--- src/rtl/icache_refill_ctrl_if.sv ---
// Fetch, L1 and memory-read signals of the instruction refill controller.
// master: the controller; slave: the fetch unit, L1 and memory around it.
interface icache_refill_ctrl_if #(
  parameter int WORD_SIZE = 32,
  parameter int ADDR_SIZE = 14
);
  logic                 cpu_req;
  logic [ADDR_SIZE-1:0] cpu_addr;
  logic                 cpu_ready;
  logic [WORD_SIZE-1:0] cpu_instr;
  logic                 cache_we;
  logic [ADDR_SIZE-1:0] cache_addr;
  logic [WORD_SIZE-1:0] cache_data;
  logic [WORD_SIZE-1:0] cache_dout;
  logic                 cache_hit;
  logic                 mem_req;
  logic [ADDR_SIZE-1:0] mem_addr;
  logic                 mem_ack;
  logic [WORD_SIZE-1:0] mem_data;

  modport master (
    input  cpu_req, cpu_addr,
    input  cache_dout, cache_hit,
    input  mem_ack, mem_data,
    output cpu_ready, cpu_instr,
    output cache_we, cache_addr, cache_data,
    output mem_req, mem_addr
  );

  modport slave (
    output cpu_req, cpu_addr,
    output cache_dout, cache_hit,
    output mem_ack, mem_data,
    input  cpu_ready, cpu_instr,
    input  cache_we, cache_addr, cache_data,
    input  mem_req, mem_addr
  );
endinterface

--- src/rtl/icache_refill_ctrl.sv ---
// Instruction L1 miss/refill controller: serves hits, fills a missing
// line word by word from memory, then replays the original fetch.
module icache_refill_ctrl #(
  parameter int WORD_SIZE      = 32,
  parameter int ADDR_SIZE      = 14,
  parameter int WORDS_PER_LINE = 8,
  parameter int MISS_CNT_BITS  = 16
) (
  input  logic                     clk,
  input  logic                     reset,
  icache_refill_ctrl_if.master     bus,
  output logic                     busy,
  output logic [MISS_CNT_BITS-1:0] miss_count
);
  localparam int OFF_BITS = $clog2(WORDS_PER_LINE);

  typedef enum logic [1:0] {
    IDLE   = 2'd0,
    FILL   = 2'd1,
    REPLAY = 2'd2
  } state_e;

  state_e                   state_q;
  logic [ADDR_SIZE-1:0]     fill_base_q;
  logic [OFF_BITS-1:0]      word_cnt_q;
  logic [MISS_CNT_BITS-1:0] miss_cnt_q;
  logic                     mem_req_q;
  logic                     busy_q;
  logic                     miss;
  logic                     last_word;
  logic [ADDR_SIZE-1:0]     fill_addr;

  assign miss      = (state_q == IDLE) & bus.cpu_req & ~bus.cache_hit;
  assign last_word = (word_cnt_q == OFF_BITS'(WORDS_PER_LINE - 1));
  assign fill_addr = fill_base_q | ADDR_SIZE'(word_cnt_q);

  always_ff @(posedge clk or negedge reset) begin
    if (!reset) begin
      state_q     <= IDLE;
      fill_base_q <= '0;
      word_cnt_q  <= '0;
      miss_cnt_q  <= '0;
      mem_req_q   <= 1'b0;
      busy_q      <= 1'b0;
    end else begin
      unique case (state_q)
        IDLE: begin
          if (miss) begin
            state_q     <= FILL;
            fill_base_q <= {bus.cpu_addr[ADDR_SIZE-1:OFF_BITS],
                            {OFF_BITS{1'b0}}};
            word_cnt_q  <= '0;
            mem_req_q   <= 1'b1;
            busy_q      <= 1'b1;
            if (miss_cnt_q != {MISS_CNT_BITS{1'b1}})
              miss_cnt_q <= miss_cnt_q + MISS_CNT_BITS'(1);
          end
        end
        FILL: begin
          if (bus.mem_ack) begin
            word_cnt_q <= word_cnt_q + OFF_BITS'(1);
            if (last_word) begin
              state_q   <= REPLAY;
              mem_req_q <= 1'b0;
            end
          end
        end
        REPLAY: begin
          state_q <= IDLE;
          busy_q  <= 1'b0;
        end
        default: begin
          state_q   <= IDLE;
          mem_req_q <= 1'b0;
          busy_q    <= 1'b0;
        end
      endcase
    end
  end

  // cache_we follows mem_ack directly so the L1 writes on this negedge
  always_comb begin
    bus.cpu_ready  = 1'b0;
    bus.cache_we   = 1'b0;
    bus.cache_addr = bus.cpu_addr;
    bus.mem_addr   = '0;
    unique case (state_q)
      FILL: begin
        bus.cache_we   = bus.mem_ack;
        bus.cache_addr = fill_addr;
        bus.mem_addr   = fill_addr;
      end
      default: begin
        bus.cpu_ready = reset & bus.cpu_req & bus.cache_hit;
      end
    endcase
  end

  assign bus.cache_data = bus.mem_data;
  assign bus.cpu_instr  = bus.cache_dout;
  assign bus.mem_req    = mem_req_q;
  assign busy           = busy_q;
  assign miss_count     = miss_cnt_q;

endmodule

--- src/flat_wrapper.sv ---
// flat-port wrapper written by rule: the top's interface ports become plain ports
module icache_refill_ctrl_flat 
#(
  parameter int WORD_SIZE      = 32,
  parameter int ADDR_SIZE      = 14,
  parameter int WORDS_PER_LINE = 8,
  parameter int MISS_CNT_BITS  = 16
)
  (clk, reset, busy, miss_count, bus_cpu_req, bus_cpu_addr, bus_cache_dout, bus_cache_hit, bus_mem_ack, bus_mem_data, bus_cpu_ready, bus_cpu_instr, bus_cache_we, bus_cache_addr, bus_cache_data, bus_mem_req, bus_mem_addr);
  icache_refill_ctrl_if #(.WORD_SIZE(WORD_SIZE), .ADDR_SIZE(ADDR_SIZE)) bus_i ();
  input  logic clk;
  input  logic reset;
  output logic busy;
  output logic [MISS_CNT_BITS-1:0] miss_count;
  input wire logic [$bits(bus_i.cpu_req)-1:0] bus_cpu_req;
  input wire logic [$bits(bus_i.cpu_addr)-1:0] bus_cpu_addr;
  input wire logic [$bits(bus_i.cache_dout)-1:0] bus_cache_dout;
  input wire logic [$bits(bus_i.cache_hit)-1:0] bus_cache_hit;
  input wire logic [$bits(bus_i.mem_ack)-1:0] bus_mem_ack;
  input wire logic [$bits(bus_i.mem_data)-1:0] bus_mem_data;
  output wire logic [$bits(bus_i.cpu_ready)-1:0] bus_cpu_ready;
  output wire logic [$bits(bus_i.cpu_instr)-1:0] bus_cpu_instr;
  output wire logic [$bits(bus_i.cache_we)-1:0] bus_cache_we;
  output wire logic [$bits(bus_i.cache_addr)-1:0] bus_cache_addr;
  output wire logic [$bits(bus_i.cache_data)-1:0] bus_cache_data;
  output wire logic [$bits(bus_i.mem_req)-1:0] bus_mem_req;
  output wire logic [$bits(bus_i.mem_addr)-1:0] bus_mem_addr;
  assign bus_i.cpu_req = bus_cpu_req;
  assign bus_i.cpu_addr = bus_cpu_addr;
  assign bus_i.cache_dout = bus_cache_dout;
  assign bus_i.cache_hit = bus_cache_hit;
  assign bus_i.mem_ack = bus_mem_ack;
  assign bus_i.mem_data = bus_mem_data;
  assign bus_cpu_ready = bus_i.cpu_ready;
  assign bus_cpu_instr = bus_i.cpu_instr;
  assign bus_cache_we = bus_i.cache_we;
  assign bus_cache_addr = bus_i.cache_addr;
  assign bus_cache_data = bus_i.cache_data;
  assign bus_mem_req = bus_i.mem_req;
  assign bus_mem_addr = bus_i.mem_addr;
  icache_refill_ctrl #(.WORD_SIZE(WORD_SIZE), .ADDR_SIZE(ADDR_SIZE), .WORDS_PER_LINE(WORDS_PER_LINE), .MISS_CNT_BITS(MISS_CNT_BITS)) u_core (.clk(clk), .reset(reset), .bus(bus_i), .busy(busy), .miss_count(miss_count));
endmodule
--- config.mk ---
export PLATFORM = sky130hd
export DESIGN_NAME = icache_refill_ctrl_flat
export DESIGN_NICKNAME = d
export VERILOG_FILES = /design/src/rtl/icache_refill_ctrl_if.sv /design/src/rtl/icache_refill_ctrl.sv /design/src/flat_wrapper.sv
export SDC_FILE = /design/constraint.sdc
export NUM_CORES = 1
export LEC_CHECK = 0
export CAP_MARGIN = 20
export CORE_AREA = 2 2 77 79
export DETAILED_ROUTE_END_ITERATION = 10
export DIE_AREA = 0 0 79 81
export DONT_BUFFER_PORTS = 1
export HOLD_SLACK_MARGIN = 0.03
export PLACE_DENSITY_LB_ADDON = 0.08
export SLEW_MARGIN = 20
export SYNTH_ARGS = -nofsm -noshare
export SYNTH_HDL_FRONTEND = slang
export SYNTH_SLANG_ARGS = --single-unit
export TNS_END_PERCENT = 20
--- constraint.sdc ---
create_clock -name clk -period 2.5 [get_ports clk]
set_input_delay 0.5 -clock clk [delete_from_list [all_inputs] [get_ports clk]]
set_output_delay 0.5 -clock clk [all_outputs]
set_load 0.02 [all_outputs]
==> results of run 1 <==
==> stage by stage <==
step / cell area [um2] / hold slack (ps)
2_1_floorplan: 2260 / 204
3_3_place_gp: 1910 / 205
3_5_place_dp: 1910 / 205
4_1_cts: 2010 / 45.6
5_1_grt: 2010 / 45.8
6_report: 2010 / 51.2
==> layout by cell type (no fill, tap or decap), types with 2 or more instances in the layout <==
master    instances
nand2_1          43
dfrtp_1          34
mux2_2           16
and2_1           15
xor2_1            9
nor2_1            7
nand4_1           6
nand3_1           5
clkbuf_8          5
nor3_1            4
buf_4             4
and4_1            3
inv_1             3
xnor2_1           3
ha_1              3
and3_1            2
a31oi_1           2
o21ai_0           2
o31ai_1           2
a22o_1            2
o21ai_1           2
clkbuf_1          2
buf_12            2
==> worst min-delay path by stage <==
| stage | from | end | slack [ps] | cells after the start |
|---|---|---|---|---|
| finish | reset | u_core.miss_count[15] | 50 | 1 |
| global route | reset | u_core.miss_count[15] | 50 | 1 |
| CTS | reset | u_core.miss_count[8] | 50 | 1 |
| detailed placement | reset | u_core.miss_count[6] | 200 | 0 |
| global placement | reset | u_core.miss_count[6] | 210 | 0 |
| floorplan | reset | u_core.bus.mem_req | 200 | 0 |
==> power groups by stage <==
stage / registers [uW] / clock network (uW) / logic, uW
CTS: 913 / 400 / 1050
global route: 939 / 420 / 1130
detailed placement: 925 / 0 / 1030
global placement: 911 / 0 / 1020
finish: 912 / 378 / 1030
floorplan: 884 / 0 / 1030
==> sequential cells by signal, summed over array words and instances (netlist names) <==
name	count
u_core.state_q	2
u_core.bus.mem_req	1
u_core.word_cnt_q	3
u_core.busy	1
u_core.miss_count	16
u_core.fill_base_q	11
==> kinds of logic (layout without fill, tap and decap cells) <==
group / after synthesis / after routing / synth area share [%]
fa+ha+maj: 3 / 3 / 1.66
buf+inv: 74 / 16 / 22.9
simple gates: 91 / 91 / 20.4
mux: 16 / 16 / 7.97
compound gates: 13 / 13 / 4.76
flops: 34 / 34 / 37.6
xor+xnor: 12 / 12 / 4.65
==> layer usage <==
metal  routed length (um)  up-vias
met5                    0        -
met2                 2340       80
met3                  404       24
li1                     -      627
met4                  174        0
met1                 1780      621
==> cell usage after synthesis, drive strengths merged, types with 4 or more instances <==
cell type	n
clkbuf	7
o21ai	4
dfrtp	34
xor2	9
mux2	16
nor3	5
nand2	43
nand3	5
and2	16
buf	64
nor2	7
nand4	6
==> layout make-up <==
cell class                 instances  area [um2]
clock buffer                       7        76.3
fill                             595        3670
inverter                           3        11.3
multi-input combinational        135         903
sequential                        34         851
tap                               75        93.8
timing repair buffer               6        70.1
==> repair_timing <==
action / CTS / global route
endpoints found under the hold margin: 34 / 0
buffers inserted: 0 / 0
resized for setup: 0 / 0
hold buffers: 1 / 0
==> worst reg2reg max path: stages (launching register included) <==
cell	delay (ps)
dfrtp_1	510
ha_1	260
nand3_1	150
o41ai_4	630
mux2_2	400
==> metrics.yaml, run 1 <==
grt_use_met3_pct: 5.00
die_w_um: 79
ys_seq_area_share_pct: 37.6
synthFlopType: "dfrtp_1"
rsz0062_at_grt: "false"
busiest_layer: "met2"
antenna_left: 0
gr-usage-met2_pct: 23.5
ys_types: 30
final_nets: 271
wl_um: 4710
powerDensity_nw_per_um2: 1160
relSlewSlack_pct: 61.3
port_buffers: 0
gp_congestion: 0.753
start_util_pct: 39.8
finClkSkew_ps: 5.44
synth-warning-count: 0
final_core_util_pct: 35.3
cellLeakagePower_uw: 0.000934
grt_pass1_wl_um: 6960
boundaryPins: 195
synth_top_cell_by_area: "dfrtp_1"
antenna_found_initial: 0
max-clock-path-buffers: 2
cp_num_cells: 3
worstPathArrival_ps: 1770
yosys.area.top_type_share_pct: 37.6
cts.sinks: 34
grt.overflow.total: 0
finalSetupViolations: 0
clockPowerShare_pct: 16.3
async_flop_share_pct: 100
p_sw_share_pct: 45.1
grt_pass1_vias: 1311
ys_ff_latch: 34
finalHoldViolations: 0
die_h_um: 81
crit_path_end_kind: "output port"
r2r_start: "u_core.miss_count[0]"
area_delta_synth_final_pct: -11.3
first_pass_iters: 4
drive_gt1_share_pct: 17.8
n_antenna_cell: 0
drc: 0
finalCritPeriodShare_pct: 90.8
slowest_stage: "nor2b_2"
worst-path-buf-inv: 1
grt_max_degree: 35
clock_latency_ps: 280
vdd_drop_max_uv: 449
cts_made_buffers: 5
core.rowCount: 28
tns_ps: 0
p_seq_share_pct: 39.4
endpoint: "bus_cache_addr[11]"
vias: 1352
cp_slowest_stage_delay_ps: 450
combinationalPowerShare_pct: 44.3
cp_top_family: "simple AND/OR/NAND/NOR gates"
cts_root_buf: "clkbuf_8"
critical_path_class: "reg2out"
met1_usage_pct: 16.7
stdcell_count: 260
start_kind: "register"
dieArea_um2: 6400
crit_start: "u_core.state_q[0]"
crit_path_max_fanout: 23
grtUsageTotal_pct: 14.7
synthCells: 243
r2r-end: "u_core.miss_count[1]"
fin_ws_ps: 229
pre_cts_ws_ps: 446
synth_edf_count: 0
reg2reg_depth: 4
drv_cap: 0
path_cells: "nor2b_2, buf_12, mux2_2"
synth_area_per_cell_um2: 9.30
h-tree-depth: 2
regToRegSetupSlack_ps: 440
dp.cells: 252
coreArea_um2: 5680
fmax_ghz: 0.440
required_ps: 2000
cts.clk_slew.worst_paths_ps: 60
synth_area_leaders: "dfrtp_1 38%, buf_4 21%, mux2_2 8.0%, nand2_1 7.1%, and2_1 4.2%"
drv_slew: 0
synth_fp_nets: 329
dpl.hpwl_um: 3440
status: "completed"
finalPower_uw: 2320
finalCriticalPeriod_ps: 2270
cts_tree: "built"
syn_area_um2: 2260
power.internal_uw: 1270
vias_per_cell: 5.20
drt_iter0_markers: 81
worst_pin_slew_ps: 579
switchingPower_uw: 1040
wire_per_inst_um: 18.1
hold_path.class: "in2async"
(Power assumes the default switching activity.)
==> inputs of run 2 (changes only) <==
--- a/config.mk
+++ b/config.mk
@@ -11,8 +11,6 @@
 export DIE_AREA = 0 0 79 81
 export DONT_BUFFER_PORTS = 1
 export HOLD_SLACK_MARGIN = 0.03
-export PLACE_DENSITY_LB_ADDON = 0.08
-export SLEW_MARGIN = 20
 export SYNTH_ARGS = -nofsm -noshare
 export SYNTH_HDL_FRONTEND = slang
 export SYNTH_SLANG_ARGS = --single-unit
==> run 2 against run 1 <==
  * Via count is 0.15% lower
  * Hold slack worse by 10 ps
  * Non-clock buffer count fell by 1
  * Fmax increased by 1.3%
  * Wire length fell by 6.2%
  * Clock power is 11% higher
  * Design area increased by 0.37%
  * Power up 1.7%
  * Register-to-register slack lost 30 ps
  * Sequential cell count unchanged
  * Largest cell class unchanged
  * Combinational power about the same
  * Utilization up 0.13 points
==> metrics.yaml, run 2 (same netlist as run 1, synthesis figures left out) <==
status: "completed"
crit_start: "u_core.state_q[0]"
drc: 0
cts.repair.resized: 0
slowest_stage: "and2_0"
cts_made_buffers: 5
final_cell_mix: "43 x nand2_1, 34 x dfrtp_1, 16 x mux2_2, 15 x and2_1, 9 x xor2_1"
hold_path.class: "in2async"
wl_um: 4420
core.rowCount: 28
n_antenna_cell: 0
worst-path-buf-inv: 1
crit_path_end_kind: "output port"
die_h_um: 81
busiest_layer: "met2"
tns_ps: 0
finalSetupViolations: 0
layout_commonest_cell: "nand2_1"
gr-usage-met2_pct: 21.6
antenna_left: 0
antenna_found_initial: 0
dieArea_um2: 6400
worst_pin_slew_ps: 568
drt_iter0_markers: 47
max-clock-path-buffers: 2
drv_slew: 0
finClkSkew_ps: 4.68
path_cells: "nor2b_2, buf_12, and2_0"
drv_cap: 0
port_buffers: 0
finalHoldViolations: 0
stdcell_count: 260
pre_cts_ws_ps: 413
boundaryPins: 195
vdd_drop_max_uv: 437
cp_top_family: "simple AND/OR/NAND/NOR gates"
worstPathArrival_ps: 1740
grtUsageTotal_pct: 13.9
h-tree-depth: 2
vias: 1350
vias_per_cell: 5.19
first_pass_iters: 4
fmax_ghz: 0.446
cts_root_buf: "clkbuf_8"
dpl.hpwl_um: 3220
critical_path_class: "reg2out"
coreArea_um2: 5680
required_ps: 2000
drive_gt1_share_pct: 18.4
fin_ws_ps: 259
cp_slowest_stage_delay_ps: 440
crit_path_max_fanout: 25
r2r_start: "u_core.miss_count[0]"
finalCriticalPeriod_ps: 2240
cts.sinks: 34
met1_usage_pct: 17.3
rsz0062_at_grt: "false"
fillCellCount: 604
die_w_um: 79
cts_tree: "built"
powerDensity_nw_per_um2: 1170
grt_use_met3_pct: 4.11
dp.cells: 251
cts.clk_slew.worst_paths_ps: 70
grt_max_degree: 35
start_kind: "register"
area_delta_synth_final_pct: -11.0
final_nets: 270
cellLeakagePower_uw: 0.000938
final_core_util_pct: 35.5
grt_pass1_vias: 1295
grt.overflow.total: 0
finalCritPeriodShare_pct: 89.7
gp_congestion: 0.803
clock_latency_ps: 280
start_util_pct: 39.8
largest_reg_flops: 16
relSlewSlack_pct: 62.0
grt_pass1_wl_um: 6780
wire_per_inst_um: 17.0
## run 2: changes by cell type in the layout (fill, tap and decap cells not counted), sizes merged
cell / delta
buf: -1
clkinv: +1
## run 2: layout make-up
cell class / count / area, um2 / area share [%]
multi-input combinational: 135 / 903 / 44.9
sequential: 34 / 851 / 42.3
tap: 75 / 93.8 / 4.66
clock buffer: 7 / 86.3 / 4.29
timing repair buffer: 5 / 62.6 / 3.11
inverter: 3 / 11.3 / 0.559
clock inverter: 1 / 5.00 / 0.249
## run 2: repair_timing
| action | 4_1_cts | 5_1_grt |
|---|---|---|
| endpoints found under the setup margin | 0 | 0 |
| setup buffers | 0 | 0 |
| hold buffers | 1 | 0 |
| hold endpoints to repair | 34 | 0 |
## run 2: path summary, 6_finish.rpt
check | end | slack [ps] | cells past startpoint
setup / recovery | bus_cache_we | 260 | 3
hold / removal | u_core.miss_count[9] | 40 | 1
setup reg to reg | u_core.miss_count[1] | 410 | 4
hold reg to reg | u_core.fill_base_q[3] | 500 | 2
max in group asynchronous | u_core.miss_count[13] | 2280 | 1
min in group clk | u_core.fill_base_q[6] | 320 | 2
## run 2: metal layers
layer / wire [um] / vias up
met5: 0 / -
met4: 133 / 0
met3: 361 / 26
met2: 2070 / 57
met1: 1850 / 646
li1: - / 621
## run 2: power by group
group	total [uW]	internal, uW	switching, uW
clock	418	222	196
combinational	1010	363	648
sequential	928	715	213
total	2360	1300	1060
## run 2: per-stage QoR
step	instance area, um2	hold slack, ps	total power [uW]
detailed placement	1900	205	1960
global placement	1900	205	1930
floorplan	2260	204	1910
finish	2010	41.2	2360
global route	2010	50.2	2530
CTS	2010	43.5	2390
